## src/rtl/uart_pkg.sv

```systemverilog
`default_nettype none
// +--------------------------------------------------------------------------+
// | Module   : uart_pkg                                                      |
// | Purpose  : Shared types and constants for the UART receiver (and the     |
// |            matching transmitter): FSM state encoding, parity-type codes, |
// |            and the width of the runtime prescale field.                  |
// | Revision : 1.0 - initial release                                         |
// +--------------------------------------------------------------------------+
package uart_pkg;

  // Receiver frame states
  typedef enum logic [2:0] {
    IDLE   = 3'd0,
    START  = 3'd1,
    DATA   = 3'd2,
    PARITY = 3'd3,
    STOP   = 3'd4
  } uart_rx_state_t;

  // Parity type select codes (PAR_TYP input)
  localparam logic PAR_EVEN = 1'b0;
  localparam logic PAR_ODD  = 1'b1;

  // Width of the clocks-per-bit prescale field
  localparam int PRESCALE_W = 6;

endpackage : uart_pkg
`default_nettype wire

```

## src/rtl/uart_rx_sampler.sv

```systemverilog
`default_nettype none
// +--------------------------------------------------------------------------+
// | Module   : uart_rx_sampler                                               |
// | Purpose  : Per-bit timing for the UART receiver. Counts oversampling     |
// |            clocks inside a bit, captures the line value and produces a   |
// |            decision strobe plus an end-of-bit strobe.                    |
// | Macro    : UART_RX_MAJORITY_VOTE_EN - when defined, the bit value is the |
// |            2-of-3 vote of samples at Prescale/2-1, Prescale/2 and        |
// |            Prescale/2+1; otherwise the single sample at Prescale/2.      |
// | Ports    : clk_i        clock                                            |
// |            rst_ni       asynchronous active-low reset                    |
// |            rx_i         serial line (already synchronised)               |
// |            run_i        1 = keep counting, 0 = hold counter at zero      |
// |            prescale_i   clocks per bit (latched by the FSM)              |
// |            bit_o        decided bit value, valid when decide_o = 1       |
// |            decide_o     bit decision point (edge_cnt = Prescale/2+1)     |
// |            bit_end_o    last clock of the bit (edge_cnt = Prescale-1)    |
// | Revision : 1.0 - initial release                                         |
// +--------------------------------------------------------------------------+
module uart_rx_sampler
  import uart_pkg::*;
(
  input  logic                  clk_i,
  input  logic                  rst_ni,
  input  logic                  rx_i,
  input  logic                  run_i,
  input  logic [PRESCALE_W-1:0] prescale_i,
  output logic                  bit_o,
  output logic                  decide_o,
  output logic                  bit_end_o
);

  localparam logic [PRESCALE_W-1:0] CNT_ONE = PRESCALE_W'(1);

  logic [PRESCALE_W-1:0] edge_cnt_q;
  logic [PRESCALE_W-1:0] edge_cnt_d;
  logic [PRESCALE_W-1:0] half;

  assign half      = prescale_i >> 1;
  assign bit_end_o = (edge_cnt_q == (prescale_i - CNT_ONE));
  // The decision point sits one clock after the centre so that the
  // majority build can use the live line as its third sample.
  assign decide_o  = (edge_cnt_q == (half + CNT_ONE));

  always_comb begin
    edge_cnt_d = '0;
    if (run_i && !bit_end_o) begin
      edge_cnt_d = edge_cnt_q + CNT_ONE;
    end
  end

  always_ff @(posedge clk_i or negedge rst_ni) begin
    if (!rst_ni) begin
      edge_cnt_q <= '0;
    end else begin
      edge_cnt_q <= edge_cnt_d;
    end
  end

`ifdef UART_RX_MAJORITY_VOTE_EN
  logic s_lo_q;
  logic s_mid_q;

  always_ff @(posedge clk_i or negedge rst_ni) begin
    if (!rst_ni) begin
      s_lo_q  <= 1'b1;
      s_mid_q <= 1'b1;
    end else begin
      if (edge_cnt_q == (half - CNT_ONE)) begin
        s_lo_q <= rx_i;
      end
      if (edge_cnt_q == half) begin
        s_mid_q <= rx_i;
      end
    end
  end

  // Third sample is the line itself at the decision clock.
  assign bit_o = (s_lo_q & s_mid_q) | (s_lo_q & rx_i) | (s_mid_q & rx_i);
`else
  logic s_mid_q;

  always_ff @(posedge clk_i or negedge rst_ni) begin
    if (!rst_ni) begin
      s_mid_q <= 1'b1;
    end else if (edge_cnt_q == half) begin
      s_mid_q <= rx_i;
    end
  end

  assign bit_o = s_mid_q;
`endif

endmodule : uart_rx_sampler
`default_nettype wire

```

## src/rtl/uart_rx.sv

```systemverilog
`default_nettype none
// +--------------------------------------------------------------------------+
// | Module   : uart_rx                                                       |
// | Purpose  : Oversampling UART receiver. Frames start, DATA_WIDTH data     |
// |            bits (LSB first), optional parity and one stop bit, and       |
// |            reports each frame with a single one-cycle pulse.             |
// | Macro    : UART_RX_MAJORITY_VOTE_EN - selects 2-of-3 majority sampling   |
// |            in uart_rx_sampler (latency is unchanged).                    |
// | Ports    : CLK         oversampling clock (Prescale x bit rate)          |
// |            RST         asynchronous active-low reset                     |
// |            RX_IN       serial line, idle high                            |
// |            Prescale    clocks per bit, even, 4..32                       |
// |            PAR_EN      1 = parity bit follows the data                   |
// |            PAR_TYP     0 = even parity, 1 = odd parity                   |
// |            P_DATA      last correctly received word                      |
// |            Data_Valid  one-cycle pulse when P_DATA is updated            |
// |            PAR_ERR     one-cycle pulse on parity mismatch                |
// |            STP_ERR     one-cycle pulse when stop bit is 0                |
// | Revision : 1.0 - initial release                                         |
// +--------------------------------------------------------------------------+
module uart_rx
  import uart_pkg::*;
#(
  parameter int DATA_WIDTH = 8
) (
  input  logic                  CLK,
  input  logic                  RST,
  input  logic                  RX_IN,
  input  logic [PRESCALE_W-1:0] Prescale,
  input  logic                  PAR_EN,
  input  logic                  PAR_TYP,
  output logic [DATA_WIDTH-1:0] P_DATA,
  output logic                  Data_Valid,
  output logic                  PAR_ERR,
  output logic                  STP_ERR
);

  localparam int              BCW      = (DATA_WIDTH > 1) ? $clog2(DATA_WIDTH) : 1;
  localparam logic [BCW-1:0]  LAST_BIT = BCW'(DATA_WIDTH - 1);
  localparam logic [BCW-1:0]  BIT_ONE  = BCW'(1);

  uart_rx_state_t          state_q;
  logic [BCW-1:0]          bit_cnt_q;
  logic [DATA_WIDTH-1:0]   shift_q;
  logic                    par_mis_q;
  logic [PRESCALE_W-1:0]   prescale_q;
  logic                    par_en_q;
  logic                    par_typ_q;
  logic [DATA_WIDTH-1:0]   p_data_q;
  logic                    valid_q;
  logic                    par_err_q;
  logic                    stp_err_q;

  logic                    rx_bit;
  logic                    decide;
  logic                    bit_end;
  logic                    frame_end;
  logic                    run;
  logic                    par_exp;

  // Frame ends at the decision point of a glitchy start bit or of the stop
  // bit. Leaving STOP half a bit early lets a back-to-back start edge be
  // seen on time even when the sender's bit clock runs slightly fast.
  assign frame_end = decide && (((state_q == START) && rx_bit) || (state_q == STOP));
  assign run       = (state_q == IDLE) ? ~RX_IN : ~frame_end;
  assign par_exp   = (par_typ_q == PAR_EVEN) ? ^shift_q : ~^shift_q;

  uart_rx_sampler u_sampler (
    .clk_i      (CLK),
    .rst_ni     (RST),
    .rx_i       (RX_IN),
    .run_i      (run),
    .prescale_i (prescale_q),
    .bit_o      (rx_bit),
    .decide_o   (decide),
    .bit_end_o  (bit_end)
  );

  always_ff @(posedge CLK or negedge RST) begin
    if (!RST) begin
      state_q    <= IDLE;
      bit_cnt_q  <= '0;
      shift_q    <= '0;
      par_mis_q  <= 1'b0;
      prescale_q <= '0;
      par_en_q   <= 1'b0;
      par_typ_q  <= PAR_EVEN;
      p_data_q   <= '0;
      valid_q    <= 1'b0;
      par_err_q  <= 1'b0;
      stp_err_q  <= 1'b0;
    end else begin
      valid_q   <= 1'b0;
      par_err_q <= 1'b0;
      stp_err_q <= 1'b0;
      case (state_q)
        IDLE: begin
          // Configuration is tracked while idle, so the value present on
          // the start-edge clock is the one used for the whole frame.
          prescale_q <= Prescale;
          par_en_q   <= PAR_EN;
          par_typ_q  <= PAR_TYP;
          bit_cnt_q  <= '0;
          par_mis_q  <= 1'b0;
          if (!RX_IN) begin
            state_q <= START;
          end
        end
        START: begin
          if (decide && rx_bit) begin
            state_q <= IDLE;
          end else if (bit_end) begin
            state_q <= DATA;
          end
        end
        DATA: begin
          if (decide) begin
            shift_q <= DATA_WIDTH'({rx_bit, shift_q} >> 1);
          end
          if (bit_end) begin
            if (bit_cnt_q == LAST_BIT) begin
              bit_cnt_q <= '0;
              state_q   <= par_en_q ? PARITY : STOP;
            end else begin
              bit_cnt_q <= bit_cnt_q + BIT_ONE;
            end
          end
        end
        PARITY: begin
          if (decide) begin
            par_mis_q <= (rx_bit != par_exp);
          end
          if (bit_end) begin
            state_q <= STOP;
          end
        end
        STOP: begin
          if (decide) begin
            if (!rx_bit) begin
              stp_err_q <= 1'b1;
            end else if (par_mis_q) begin
              par_err_q <= 1'b1;
            end else begin
              valid_q  <= 1'b1;
              p_data_q <= shift_q;
            end
            state_q <= IDLE;
          end
        end
        default: begin
          state_q <= IDLE;
        end
      endcase
    end
  end

  assign P_DATA     = p_data_q;
  assign Data_Valid = valid_q;
  assign PAR_ERR    = par_err_q;
  assign STP_ERR    = stp_err_q;

endmodule : uart_rx
`default_nettype wire

```

## config.mk

```make
export PLATFORM = sky130hd
export DESIGN_NAME = uart_rx
export DESIGN_NICKNAME = d
export VERILOG_FILES = /design/src/rtl/uart_pkg.sv /design/src/rtl/uart_rx_sampler.sv /design/src/rtl/uart_rx.sv
export SDC_FILE = /design/constraint.sdc
export NUM_CORES = 1
export LEC_CHECK = 0
export ABC_AREA = 1
export ABC_CLOCK_PERIOD_IN_PS = 2200
export BUFFER_PORTS_ARGS = -buffer_cell sky130_fd_sc_hd__buf_2
export CORE_MARGIN = 3
export CORE_UTILIZATION = 58
export CTS_CLUSTER_SIZE = 25
export DETAILED_ROUTE_END_ITERATION = 10
export PLACE_DENSITY_LB_ADDON = 0.25
export SLEW_MARGIN = 40
export SYNTH_ARGS = -nofsm -noshare
export SYNTH_HDL_FRONTEND = slang
export SYNTH_SLANG_ARGS = --single-unit
```

## constraint.sdc

```tcl
create_clock -name CLK -period 2.2 [get_ports CLK]
set_input_delay 0.22 -clock CLK [delete_from_list [all_inputs] [get_ports CLK]]
set_output_delay 0.22 -clock CLK [all_outputs]
set_load 0.02 [all_outputs]
```

**Yosys cells after proc, flatten, opt, wreduce, memory -nomap -nowiden**

Index checks and enable logic that the tools add are counted.

- Add/sub/neg operators: 4
- Equality and inequality tests: 16
- Muxes and demuxes: 28
- Bitwise operators: 3
- Reductions and logical operators: 16

Operators with widths:

| cell | count |
|---|---|
| two-way mux 3 bit | 10 |
| one-hot mux 3 bit (5 select lines) | 1 |
| two-way mux 1 bit | 14 |
| == test 6 bit | 2 |
| inequality test 2 bit (second input constant) | 4 |
| XNOR reduction 8 bit | 1 |
| XOR reduction 8 bit | 1 |
| adder 5 x 1 -> 6 bit (second input constant) | 1 |
| adder 6 x 1 -> 6 bit (second input constant) | 1 |
| == test 3 x 2 -> 1 bit (second input constant) | 2 |
| == test 3 bit (second input constant) | 2 |
| == test 6 x 5 -> 1 bit | 1 |
| two-way mux 6 bit | 1 |
| one-hot mux 3 bit (2 select lines) | 1 |
| AND reduction 2 bit | 3 |
| AND reduction 6 bit | 1 |
| subtractor 6 x 1 -> 6 bit (second input constant) | 1 |
| logical AND 1 bit | 4 |
| inequality test 2 x 1 -> 1 bit (second input constant) | 2 |
| AND reduction 4 bit | 1 |
| nonzero test 2 bit | 2 |
| adder 3 x 1 -> 3 bit (second input constant) | 1 |
| == test 3 x 1 -> 1 bit (second input constant) | 1 |
| zero test 3 bit | 1 |
| other kinds (6) | 8 |

- Register bits: 41
- Output and inout bits: 11
- Word-level logic and storage cells: 80

**Longest topological paths before layout**

- Word-level depth: 8
- Mapped depth: 15
- Mapped depth without buffers: 15

**Hierarchy**

Synthesis repeated with hierarchy kept, for this count alone.

- Cells, all modules: 296
- Area, all modules: 2348.5 µm²

Modules (own cells, without submodules):

| module | instances | cells each | area an instance (µm²) | sequential area each (µm²) |
|---|---|---|---|---|
| uart_rx | 1 | 184 | 1631.6 | 850.8 |
| uart_rx_sampler | 1 | 112 | 716.9 | 176.4 |

**Least setup slack after synthesis**

No wires, ideal clock.

- Path type: register to register
- From: register prescale_q[2]
- To: register p_data_q[5], in the netlist P_DATA[5]
- Setup time: 0.118 ns
- Data arrival time: 1.682 ns
- Path slack: 0.400 ns
- Stages on the path, launching flop included: 15
- Path buffers: 1
- Cell sequence: dfrtp_1 > inv_1 > ha_1 > inv_1 > nand2_1 > nand2_1 > nor2_1 > nand2_1 > nor2_2 > nand2_2 > inv_4 > nand4_4 > buf_6 > nand2_1 > o21ai_2

- Word-level cells in the longest chain between the ends: 3

RTL lines:

| element | RTL line | text |
|---|---|---|
| start, declared | uart_rx.sv:46 | `logic [PRESCALE_W-1:0] prescale_q;` |
| start signal, assigned | uart_rx.sv:100 | `prescale_q <= Prescale;` |
| adder 5 x 1 -> 6 bit | uart_rx_sampler.sv:43 | `assign decide_o = (edge_cnt_q == (half + CNT_ONE));` |
| == test 6 bit | uart_rx_sampler.sv:43 |  |
| AND reduction 4 bit (no line) | -- |  |
| end signal, assigned | uart_rx.sv:145 | `p_data_q <= shift_q;` |
| end, declared | uart_rx.sv:49 | `logic [DATA_WIDTH-1:0] p_data_q;` |

No other way between the ends.
A chain may end at the register's enable or synchronous reset.

**Final worst setup path**

- From: register prescale_q[1]
- To: register p_data_q[5], in the netlist P_DATA[5]

Same word-level chain as after synthesis.

==> metrics.txt <==
CTS tree=yes; RePlAce Congestion=0.8837; syn avg cell area=8.090 sq um; warning count from the yosys run=0; relative max-transition margin=0.6645; I/O Pins=22; total nets after synthesis=294; Via density=5.076; cell taking the most area after synthesis=sky130_fd_sc_hd__dfrtp_1; post-synthesis instance area=2241 sq um; H-Tree Depth=2; cell depth of the worst min-delay path=3; Total Nets Final=323; DR vias=1792; largest delay contributor family on the critical path=simple AND/OR/NAND/NOR gates; worst path bufs/invs=3; cell count of the worst reg-to-reg path=12; Die ar.=4646 sq um; count leader, synth=sky130_fd_sc_hd__nand2_1; diodes inserted=0; total power consumption of the routed design=3113 uW; largest buffer count on any clock path=2; number of distinct library cells after synthesis=29; total length of routed wires=4406 microns; Initial Util=0.6365; peak clock frequency supported by timing=0.4856 GHz; R2R Setup Slk=0.14 ns; flip-flop and latch count after synthesis=41; Worst setup SP type=register; max-cap check violation count=0; initial antenna violation count=0; fraction of layout cells with a size suffix above 1=0.1726; hold crit path type=primary input to register; hold path startpoint=Prescale[4]; final hold slack=0.1287 ns; cells after synthesis=277; CTS root buffer=sky130_fd_sc_hd__clkbuf_8; Die W=68.16 microns; final setup violation count=0; Post-DP HPWL=3087 microns; total global routing overflow=0; number of detailed-routing iterations run before antenna repair=4; Critical Path Max Stage Delay=0.41 ns; total routing usage reported by global routing=0.2149; leading cell types by count after synthesis=79 x sky130_fd_sc_hd__nand2_1, 40 x sky130_fd_sc_hd__dfrtp_1, 37 x sky130_fd_sc_hd__inv_1; R2R Path End=P_DATA[5]; maximum number of pins on one net before global-route repair=42; total clock sinks=41; Worst Max-Slew Pin Slew=0.5033 ns; count of fill cells added during filler insertion=294; highest-delay cell along the critical path=sky130_fd_sc_hd__dfrtp_1; launch instance of the worst register-to-register path=prescale_q[1]; part of the Yosys area used for sequential elements=0.4584; total power per unit cell area=1230 nW/um^2; critical path data arrival time=2.28 ns; top post-synthesis cells by area=sky130_fd_sc_hd__dfrtp_1 45%, sky130_fd_sc_hd__nand2_1 13%, sky130_fd_sc_hd__inv_1 6.2%; Critical Path Fanout Max=8; first-pass GRT wire length=7445 microns; peak ir drop on the vdd network=0.7603 mV; Critical Path Most Common Cell=sky130_fd_sc_hd__nand2_1; total negative slack=0 ns; post-synthesis to final-layout area growth=12.90%; Port Buf Inserts=21; row count=21; clock-pin slew of the registers on the worst-case setup and hold paths=0.07 ns; vertical die dimension=68.16 microns; Critical Path RT=2.42 ns; number of remaining DRC errors=0; dominant synthesized flop cell=sky130_fd_sc_hd__dfrtp_1; final antenna-violating net count=0; kind of critical path=register to register; run status=completed; count of cells resized by post-cts repair=0; share of the clock period used by the worst path after layout=0.9360; setup repair after global routing missed its margin=no; Skew-Pair Late Insertion Delay=0.30 ns; Hold Path Sink=prescale_q[4]; detailed router's first-iteration violation count=126; total clock buffers created by CTS=5; area share of the leading cell type in the synthesized netlist=0.4467; leakage=0.001329 uW; Placeable Area=3521 sq um; post-route clock skew=0.01268 ns; vias in the first global route=1690; final hold vios=0; final count of pins violating max slew=0; Async S/R FF share, synth=1.000; sort of element at the end of the critical path=register; cell breakdown of the critical path=inv_1 > ha_1 > inv_1 > nand2_1 > nand2_1 > nor2_1 > nand2_1 > nor2_2 > nand2_2 > inv_4 > nand4_2 > o21ai_2; average wire per standard cell=12.48 microns; Post-synth EDFFs=0; post-route minimum period=2.059 ns
-- state kept, by name, indices dropped and copies added (netlist names) --
register,count
Data_Valid,1
PAR_ERR,1
P_DATA,8
STP_ERR,1
bit_cnt_q,3
par_en_q,1
par_mis_q,1
par_typ_q,1
prescale_q,6
shift_q,8
state_q,3
u_sampler.bit_o,1
u_sampler.edge_cnt_q,6
-- worst max path at each step --
stage	start	endpoint	slack (ns)	cells after the start
floorplan	prescale_q[2]	P_DATA[5]	0.40	14
global placement	prescale_q[2]	P_DATA[5]	0.20	13
detailed placement	prescale_q[2]	P_DATA[1]	0.14	13
CTS	prescale_q[2]	P_DATA[7]	0.12	13
global route	prescale_q[1]	state_q[0]	0.004	15
finish	prescale_q[1]	P_DATA[5]	0.14	12
-- per-stage QoR --
stage / util / cells / worst slack [ns] / cell area (sq um)
6_report: 0.7186 / 353 / 0.1407 / 2530
4_1_cts: 0.7107 / 350 / 0.1246 / 2502
3_3_place_gp: 0.6766 / 341 / 0.2017 / 2382
5_1_grt: 0.7186 / 353 / 0.003976 / 2530
3_5_place_dp: 0.6773 / 341 / 0.1389 / 2385
2_1_floorplan: - / 277 / 0.3999 / 2241
-- layout make-up --
cell class                 instances  area (sq um)  area share
multi-input combinational        193          1041      0.4115
sequential                        41          1027      0.4060
inverter                          39         148.9     0.05885
timing repair buffer              26         147.6     0.05836
clock buffer                       6         72.57     0.02868
tap                               46         57.56     0.02275
clock inverter                     2         35.03     0.01385
-- cells in the final DEF, fill, tap and decap left out, types with 5 or more instances in the layout --
master and count:
sky130_fd_sc_hd__nand2_1 79, sky130_fd_sc_hd__dfrtp_1 40, sky130_fd_sc_hd__inv_1 37, sky130_fd_sc_hd__buf_2 20
sky130_fd_sc_hd__nor2_1 19, sky130_fd_sc_hd__o21ai_0 16, sky130_fd_sc_hd__nand3_1 14, sky130_fd_sc_hd__xnor2_1 11
sky130_fd_sc_hd__xor2_1 9, sky130_fd_sc_hd__nor3_1 7, sky130_fd_sc_hd__o21ai_2 7, sky130_fd_sc_hd__a21oi_1 6
sky130_fd_sc_hd__ha_1 6, sky130_fd_sc_hd__clkbuf_8 5, sky130_fd_sc_hd__buf_4 5
-- where the power goes --
part           switching [uW]  total (uW)  internal (uW)
Sequential                211        1130            922
Clock                     258         594            337
Combinational             848        1390            537
Total                    1320        3110           1800
-- worst min-delay path, cell delays in order --
cell	delay, ns
sky130_fd_sc_hd__buf_2	0.07
sky130_fd_sc_hd__nand2_1	0.04
sky130_fd_sc_hd__o21ai_0	0.05
-- routing by layer --
layer / up-vias / GRT usage / share of wire
li1: 924 / - / -
met1: 835 / 0.2848 / 0.47
met2: 29 / 0.3526 / 0.47
met3: 4 / 0.04433 / 0.044
met4: 0 / 0.06700 / 0.0093
met5: - / 0 / 0
-- logic make-up after synthesis --
family,share of synthesized area
buffers and inverters,0.08263
xor gates and xnor gates,0.07817
DFF,0.4584
adders and majority gates,0.03350
AOI/OAI and AO/OA,0.09213
and+or+nand+nor,0.2552
-- timing repair --
item,CTS,global route
endpoints found under the hold margin,40,0
hold buffers,1,0
setup buffers,0,2
endpoints found under the setup margin,0,9
(Power assumes the default switching activity.)
